<file path="src/rtl/minmax_window_pkg.sv">
// Shared types and constants for the windowed peak-to-peak monitor.
package minmax_window_pkg;

  localparam int WIN_CNT_W = 16;

  typedef enum logic [1:0] {
    IDLE  = 2'd0,
    CLEAR = 2'd1,
    ACCUM = 2'd2,
    LATCH = 2'd3
  } state_t;

endpackage

</file>
<file path="src/rtl/minmax_span_calc.sv">
// Captures the tracker's min/max at window end and registers the span and
// its threshold compare; over_next is exposed so the alarm can set on the same edge.
module minmax_span_calc #(
  parameter int width = 14
) (
  input  logic             clk,
  input  logic             reset,
  input  logic             capture,
  input  logic [width-1:0] xmin,
  input  logic [width-1:0] xmax,
  input  logic [width-1:0] span_thresh,
  output logic [width-1:0] min_out,
  output logic [width-1:0] max_out,
  output logic [width-1:0] span,
  output logic             over,
  output logic             over_next
);

  logic [width-1:0] span_next;

  // Guard against an inverted pair so the span never wraps to a huge value.
  always_comb begin
    span_next = (xmin > xmax) ? '0 : (xmax - xmin);
    over_next = (span_next > span_thresh);
  end

  // NOTE: sequential state uses non-blocking assignments so every flop samples
  // pre-edge values regardless of process ordering.
  always_ff @(posedge clk or posedge reset) begin
    if (reset) begin
      min_out <= '0;
      max_out <= '0;
      span    <= '0;
      over    <= 1'b0;
    end else if (capture) begin
      min_out <= xmin;
      max_out <= xmax;
      span    <= span_next;
      over    <= over_next;
    end
  end

endmodule

</file>
<file path="src/rtl/minmax_window.sv">
// Windowed peak-to-peak monitor: sequences the min/max tracker's reset into
// fixed-length windows, reports min/max/span per window and a sticky alarm.
module minmax_window
  import minmax_window_pkg::*;
#(
  parameter int width = 14,
  parameter int cw    = 16
) (
  input  logic                 clk,
  input  logic                 reset,
  input  logic                 enable,
  input  logic [cw-1:0]        win_len,
  input  logic [width-1:0]     span_thresh,
  input  logic                 alarm_clr,
  input  logic [width-1:0]     xmin,
  input  logic [width-1:0]     xmax,
  output logic                 mm_reset,
  output logic [width-1:0]     min_out,
  output logic [width-1:0]     max_out,
  output logic [width-1:0]     span,
  output logic                 valid,
  output logic                 over,
  output logic                 alarm,
  output logic [WIN_CNT_W-1:0] win_count
);

  localparam logic [cw-1:0] ONE = {{(cw-1){1'b0}}, 1'b1};

  state_t               state_q, state_d;
  logic [cw-1:0]        cnt_q;
  logic [cw-1:0]        len_q;
  logic [cw-1:0]        len_eff;
  logic                 last_sample;
  logic                 latch;
  logic                 over_next;
  logic                 mm_reset_q;
  logic                 valid_q;
  logic                 alarm_q;
  logic [WIN_CNT_W-1:0] win_count_q;

  assign len_eff     = (win_len == '0) ? ONE : win_len;
  assign last_sample = (cnt_q == (len_q - ONE));
  assign latch       = (state_q == LATCH);

  // NOTE: next state is defaulted to the current state first, so no branch
  // can leave it unassigned and infer a latch.
  always_comb begin
    state_d = state_q;
    case (state_q)
      IDLE:    if (enable) state_d = CLEAR;
      CLEAR:   state_d = ACCUM;
      ACCUM:   if (last_sample) state_d = LATCH;
      LATCH:   state_d = enable ? ACCUM : IDLE;
      default: state_d = IDLE;
    endcase
  end

  // The tracker reset comes from its own flop, fed from the next state, so
  // it changes cleanly on the edge instead of through state decode.
  always_ff @(posedge clk or posedge reset) begin
    if (reset) begin
      state_q     <= IDLE;
      mm_reset_q  <= 1'b1;
      cnt_q       <= '0;
      len_q       <= ONE;
      valid_q     <= 1'b0;
      alarm_q     <= 1'b0;
      win_count_q <= '0;
    end else begin
      state_q    <= state_d;
      mm_reset_q <= (state_d != ACCUM);
      valid_q    <= latch;
      case (state_q)
        CLEAR, LATCH: begin
          len_q <= len_eff;
          cnt_q <= '0;
        end
        ACCUM:   cnt_q <= cnt_q + ONE;
        default: cnt_q <= '0;
      endcase
      if (latch) win_count_q <= win_count_q + 1'b1;
      // A new over-threshold window wins over a coincident clear.
      if (latch && over_next) alarm_q <= 1'b1;
      else if (alarm_clr)     alarm_q <= 1'b0;
    end
  end

  minmax_span_calc #(
    .width (width)
  ) u_span_calc (
    .clk         (clk),
    .reset       (reset),
    .capture     (latch),
    .xmin        (xmin),
    .xmax        (xmax),
    .span_thresh (span_thresh),
    .min_out     (min_out),
    .max_out     (max_out),
    .span        (span),
    .over        (over),
    .over_next   (over_next)
  );

  assign mm_reset  = mm_reset_q;
  assign valid     = valid_q;
  assign alarm     = alarm_q;
  assign win_count = win_count_q;

endmodule
</file>
<file path="config.mk">
export PLATFORM = sky130hd
export DESIGN_NAME = minmax_window
export DESIGN_NICKNAME = d
export VERILOG_FILES = /design/src/rtl/minmax_window_pkg.sv /design/src/rtl/minmax_span_calc.sv /design/src/rtl/minmax_window.sv
export SDC_FILE = /design/constraint.sdc
export NUM_CORES = 1
export LEC_CHECK = 0
export ABC_AREA = 1
export CAP_MARGIN = 20
export CORE_UTILIZATION = 54
export CTS_BUF_LIST = sky130_fd_sc_hd__clkbuf_4
export DETAILED_ROUTE_END_ITERATION = 6
export PLACE_DENSITY = 0.84
export SLEW_MARGIN = 5
export SYNTH_ARGS = -nofsm -noshare
export SYNTH_HDL_FRONTEND = slang
export SYNTH_SLANG_ARGS = --single-unit
</file>
<file path="constraint.sdc">
create_clock -name clk -period 5.8 [get_ports clk]
set_clock_uncertainty 0.05 [all_clocks]
set_input_delay 0.58 -clock clk [delete_from_list [all_inputs] [get_ports clk]]
set_output_delay 0.58 -clock clk [all_outputs]
set_load 0.02 [all_outputs]
</file>
**After elaboration in Yosys (flattened, before gate mapping)**

Cells that the tools add are included.

- $add $sub $neg: 4
- Muxes and demuxes: 9
- Reductions and logical operators: 5
- Eq/ne operators: 5
- Order comparisons: 2

Operator list:

| cell | number |
|---|---|
| adder 16 x 1 -> 16 bit (second input constant) | 2 |
| 2-to-1 mux 16 bit | 2 |
| > comparator 14 bit | 2 |
| == test 16 bit | 1 |
| zero test 16 bit | 1 |
| subtractor 16 x 1 -> 16 bit (second input constant) | 1 |
| 2-to-1 mux 14 bit | 1 |
| subtractor 14 bit | 1 |
| case mux 2 bit (4 select lines) | 1 |
| 2-to-1 mux 2 bit | 3 |
| == test 2 bit (second input constant) | 2 |
| == test 2 x 1 -> 1 bit (second input constant) | 1 |
| zero test 2 bit | 1 |
| 2-to-1 mux 1 bit | 2 |
| inequality test 2 bit (second input constant) | 1 |
| nonzero test 2 bit | 1 |
| OR reduction 2 bit | 1 |
| logical AND 1 bit | 1 |

- Output and inout bits: 62
- Bits of input ports: 62
- Word-level logic and storage cells: 36
- Register bits: 96

**Depth between registers and ports, before layout**

- Depth in word-level cells: 5
- Depth in mapped cells: 22
- Gate-level depth less buffers: 22

**Cells and area by module**

Synthesis repeated with hierarchy kept, for this count alone.

- Cells, all modules: 803
- Area total of the unflattened synthesis: 5918.2 sq um

Modules (own cells, without submodules):

| module | seq. area each (sq um) | times used | area an instance (sq um) | cells each |
|---|---|---|---|---|
| minmax_span_calc | 1076.0 | 1 | 2970.3 | 423 |
| minmax_window | 1328.8 | 1 | 2947.8 | 380 |

**Worst setup path after synthesis**

OpenSTA, ideal clock, no wires.

- Path type: input to register
- Start point: input xmax[0]
- End point: register alarm_q (netlist: alarm)
- Arrival: 2806 ps
- Setup slack: 2817 ps
- Library setup time: 127 ps
- Path buffers: 1
- Cell stages on the path: 20
- Required time: 5623 ps
- Path through: inv_1 ha_1 fa_1 inv_1 nand3_1 nand2_2 nand2_2 nand2_2 nand2_2 o21ai_2 buf_6 nand3_1 inv_1 ha_1 a21oi_1 o21ai_0 a21oi_1 nand2_1 nand3_1 o21ai_0

- Longest elaborated chain between the ends: 5
- Elaborated cells between the ends (all ways): 7
- Classes of those cells: add/sub (1); order compare (2); mux (2); reduce/logical (2)

RTL lines:

| item | RTL line | RTL |
|---|---|---|
| from (decl) | minmax_window.sv:16 | `input logic [width-1:0] xmax,` |
| subtractor 14 bit or > comparator 14 bit (tied branches) | minmax_span_calc.sv:23 | `span_next = (xmin > xmax) ? '0 : (xmax - xmin);` |
| 2-to-1 mux 14 bit * | minmax_span_calc.sv:23 |  |
| named net u_span_calc.span_next[9] | minmax_span_calc.sv:19 | `logic [width-1:0] span_next;` |
| > comparator 14 bit * | minmax_span_calc.sv:24 | `over_next = (span_next > span_thresh);` |
| logical AND 1 bit * | minmax_window.sv:83 | `if (latch && over_next) alarm_q <= 1'b1;` |
| 2-to-1 mux 1 bit or nonzero test 2 bit (tied branches) | - |  |
| to (signal assigned) | minmax_window.sv:67 | `alarm_q <= 1'b0;` |
| to (signal assigned) | minmax_window.sv:83 |  |
| to (signal assigned) | minmax_window.sv:84 | `else if (alarm_clr) alarm_q <= 1'b0;` |
| to (decl) | minmax_window.sv:38 | `logic alarm_q;` |

Mark *: on every way through the listed nets, which the timed path passes. The rest lies on a longest branch.
A chain may end at the register's enable or synchronous reset.

**Worst setup path in the final report**

Same ends and word-level chain as after synthesis.

==> flow_summary.ini <==
[layout]
syn_to_final_growth_pct = 27.0
nNetsFinal = 954
drive_gt1_share_pct = 5.55
final_util_pct = 70.1
n_fill_cell = 858
ff_latch_area_sq_um = 2400
antenna_cells = 0
final_cells = 1001
multi_input_comb_area_sq_um = 2820

[worst_setup_path]
path_class = in -> reg
end_kind = flip-flop
arrival_ps = 3940
crit_path_start_kind = primary input
path_cells = clkdlybuf4s50_1 -> inv_1 -> ha_1 -> fa_1 -> inv_1 -> nand3_1 -> nand2_2 -> nand2_2 -> nand2_2 -> nand2_2 -> o21ai_2 -> inv_1 -> nor2_1 -> ha_1 -> a21oi_1 -> o21ai_0 -> a21oi_1 -> nand2_1 -> nand3_1 -> o21ai_0
crit_top_cell = nand2_2
slowest_delay_ps = 450
critical_path.top_delay_family = compound AO/OA/AOI/OAI gates
cp.required_ps = 6110
r2r-start = state_q[0]$_DFF_PP0_
crit_fanout = 12
cp_num_buf_inv = 4
reg2reg_setup_slack_ps = 3070
r2r-end = win_count[14]$_DFFE_PP0P_
critPathSlowestCell = clkdlybuf4s50_1
rr_worst_depth = 8

[place]
dp_hpwl_um = 10700
place_congestion = 0.889
dp.cells = 985
port_buffers = 123

[timing]
max_freq_mhz = 276
finalMaxSlewViolations = 0
whs_ps = 432
grt_setup_unrepaired = no
finalHoldViolCount = 0
fin_crit_sh_pct = 62.5
tightest_slew_ps = 770
slew_headroom_pct = 48.6
post-route-min-period_ps = 3620
finalSetupTns_ps = 0
finalSetupViolCount = 0

[cts]
cts-root-buf = clkbuf_4
h-tree-depth = 3
clock_path_buffers = 2
cts_tree = built
ctsHoldBuffers = 0
clk_latency_ps = 460
post_cts_resized = 0
clock_sinks = 96
numCtsBuffers = 9
clkTransAtPathRegs_ps = 160
cts_setup_buffers = 0

[floorplanning]
rows = 37
ios = 124
fp.coreArea_sq_um = 10300
initial_core_util_pct = 55.2
die-area_sq_um = 10900
chipHeight_um = 105
die_x_um = 105

[pwr]
ir_drop_mv = 0.294
switchingPower_mw = 1.20
combPwrFrac_pct = 46.9
fin_total_pwr_mw = 2.87
p_int_mw = 1.67
p_per_area_nw_per_um2 = 398
p_sw_share_pct = 42.0
p_seq_share_pct = 37.8
leakagePower_nw = 3.66
p_clk_share_pct = 15.2

[detailed_routing]
drt_iter0_drc = 242
antenna_left = 0
wire_per_inst_um = 13.6
drc_errors = 0
wl_um = 13700
num_vias = 5113
dr.pass1.iters = 5
vias_per_cell = 5.11

[synthesis]
postSynthCellCount = 738
ys.flop_type = dfrtp_1
syn-num-nets = 832
yosys_warnings = 0
synth_area_per_cell_sq_um = 7.69
ys_types = 40
ys_seq_elements = 96
async_flop_share_pct = 100
syn_area_sq_um = 5680
ys_seq_area_share_pct = 42.4
synth-edff-count = 0

[global_route]
grt_max_degree = 72
gr-usage-all-layers_pct = 26.7
grt_pass1_vias = 5336
antenna_found_initial = 0
grt_overflow = 0
grt_pass1_wl_um = 23600

[min_path]
hold_end = win_count[15]$_DFFE_PP0P_
hold_depth = 1
hold_class = reg -> reg
hold_start = win_count[15]$_DFFE_PP0P_

[run_status]
outcome = finished clean

[job]
cap_violations = 0
final cells by class:
type / count / area share, %
clock buffer: 9 / 0.937
clock inverter: 7 / 1.49
inverter: 104 / 5.45
multi-input combinational: 524 / 39.1
sequential: 96 / 33.4
tap: 136 / 2.36
timing repair buffer: 125 / 17.3
metal layers:
layer	wire (um)	track usage [%]	vias to the layer above
met5	0	0	-
met4	348	10.3	0
met3	677	5.86	33
met2	6940	47.7	125
met1	5690	31.0	2367
li1	-	-	2588
power by group through the flow:
| stage | Clock, mW | Sequential [mW] | Combinational (mW) |
|---|---|---|---|
| after floorplan | 0 | 1.26 | 0.627 |
| after global placement | 0 | 1.09 | 1.31 |
| after detailed placement | 0 | 1.10 | 1.35 |
| after CTS | 0.445 | 1.09 | 1.35 |
| after global routing | 0.468 | 1.12 | 1.49 |
| final | 0.437 | 1.09 | 1.35 |
flip-flops by register name, summed over array words and instances (netlist names), 2 cells and up:
signal / count
cnt_q: 16
len_q: 16
win_count: 16
u_span_calc.max_out: 14
u_span_calc.min_out: 14
u_span_calc.span: 14
state_q: 2
how the worst max path moves through the flow:
stage / from / depth (start not counted) / endpoint / slack, ps
2_1_floorplan: reset / 1 / alarm$_DFFE_PP0P_ / 2670
3_3_place_gp: xmax[0] / 20 / alarm$_DFFE_PP0P_ / 1870
3_5_place_dp: xmax[0] / 20 / alarm$_DFFE_PP0P_ / 1680
4_1_cts: xmax[0] / 20 / alarm$_DFFE_PP0P_ / 2230
5_1_grt: xmax[0] / 20 / alarm$_DFFE_PP0P_ / 1910
6_report: xmax[0] / 20 / alarm$_DFFE_PP0P_ / 2180
cells in the mapped netlist (3+ instances only):
cell type  instances  area share [%]
nand2_1          221              15
inv_1            103             6.8
dfrtp_1           94              41
nor2_1            61             4.0
o21ai_0           42             3.7
nand3_1           36             3.2
ha_1              31             6.8
a21oi_1           27             2.4
xor2_1            24             3.7
o21ai_1           11            0.97
xnor2_1           11             1.7
clkbuf_1          10            0.66
nand4_1            7            0.77
nand2_2            6            0.66
nand3b_1           6            0.79
nor4_1             6            0.66
nor3_1             5            0.44
nor2_2             4            0.44
nand4_2            3            0.66
nor3_2             3            0.53
cells by family after synthesis:
group / synth area share (%)
xor gates and xnor gates: 5.80
adders and majority gates: 7.19
and+or+nand+nor: 28.5
DFF: 42.4
AOI/OAI and AO/OA: 8.24
buffers and inverters: 7.96
stage by stage:
| step | area [sq um] | setup slack [ps] |
|---|---|---|
| final | 7210 | 2180 |
| after global routing | 7210 | 1910 |
| after CTS | 7210 | 2230 |
| after detailed placement | 7030 | 1680 |
| after global placement | 7030 | 1870 |
| after floorplan | 5680 | 2670 |
placed cells by master (no fill, tap or decap), types with 5 or more instances in the layout:
cell             Yosys  final
clkbuf_4             0      9
xor2_1              24     24
o21ai_1             11     11
nor4_1               6      6
dfrtp_1             94     94
nor2_1              61     61
nor3_1               5      5
xnor2_1             11     11
o21ai_0             42     42
a21oi_1             27     27
nand3_1             36     36
nand2_2              6      6
inv_1              103    102
nand3b_1             6      6
nand2_1            221    221
nand4_1              7      7
clkdlybuf4s50_1      0    123
ha_1                31     31
(Power assumes the default switching activity.)
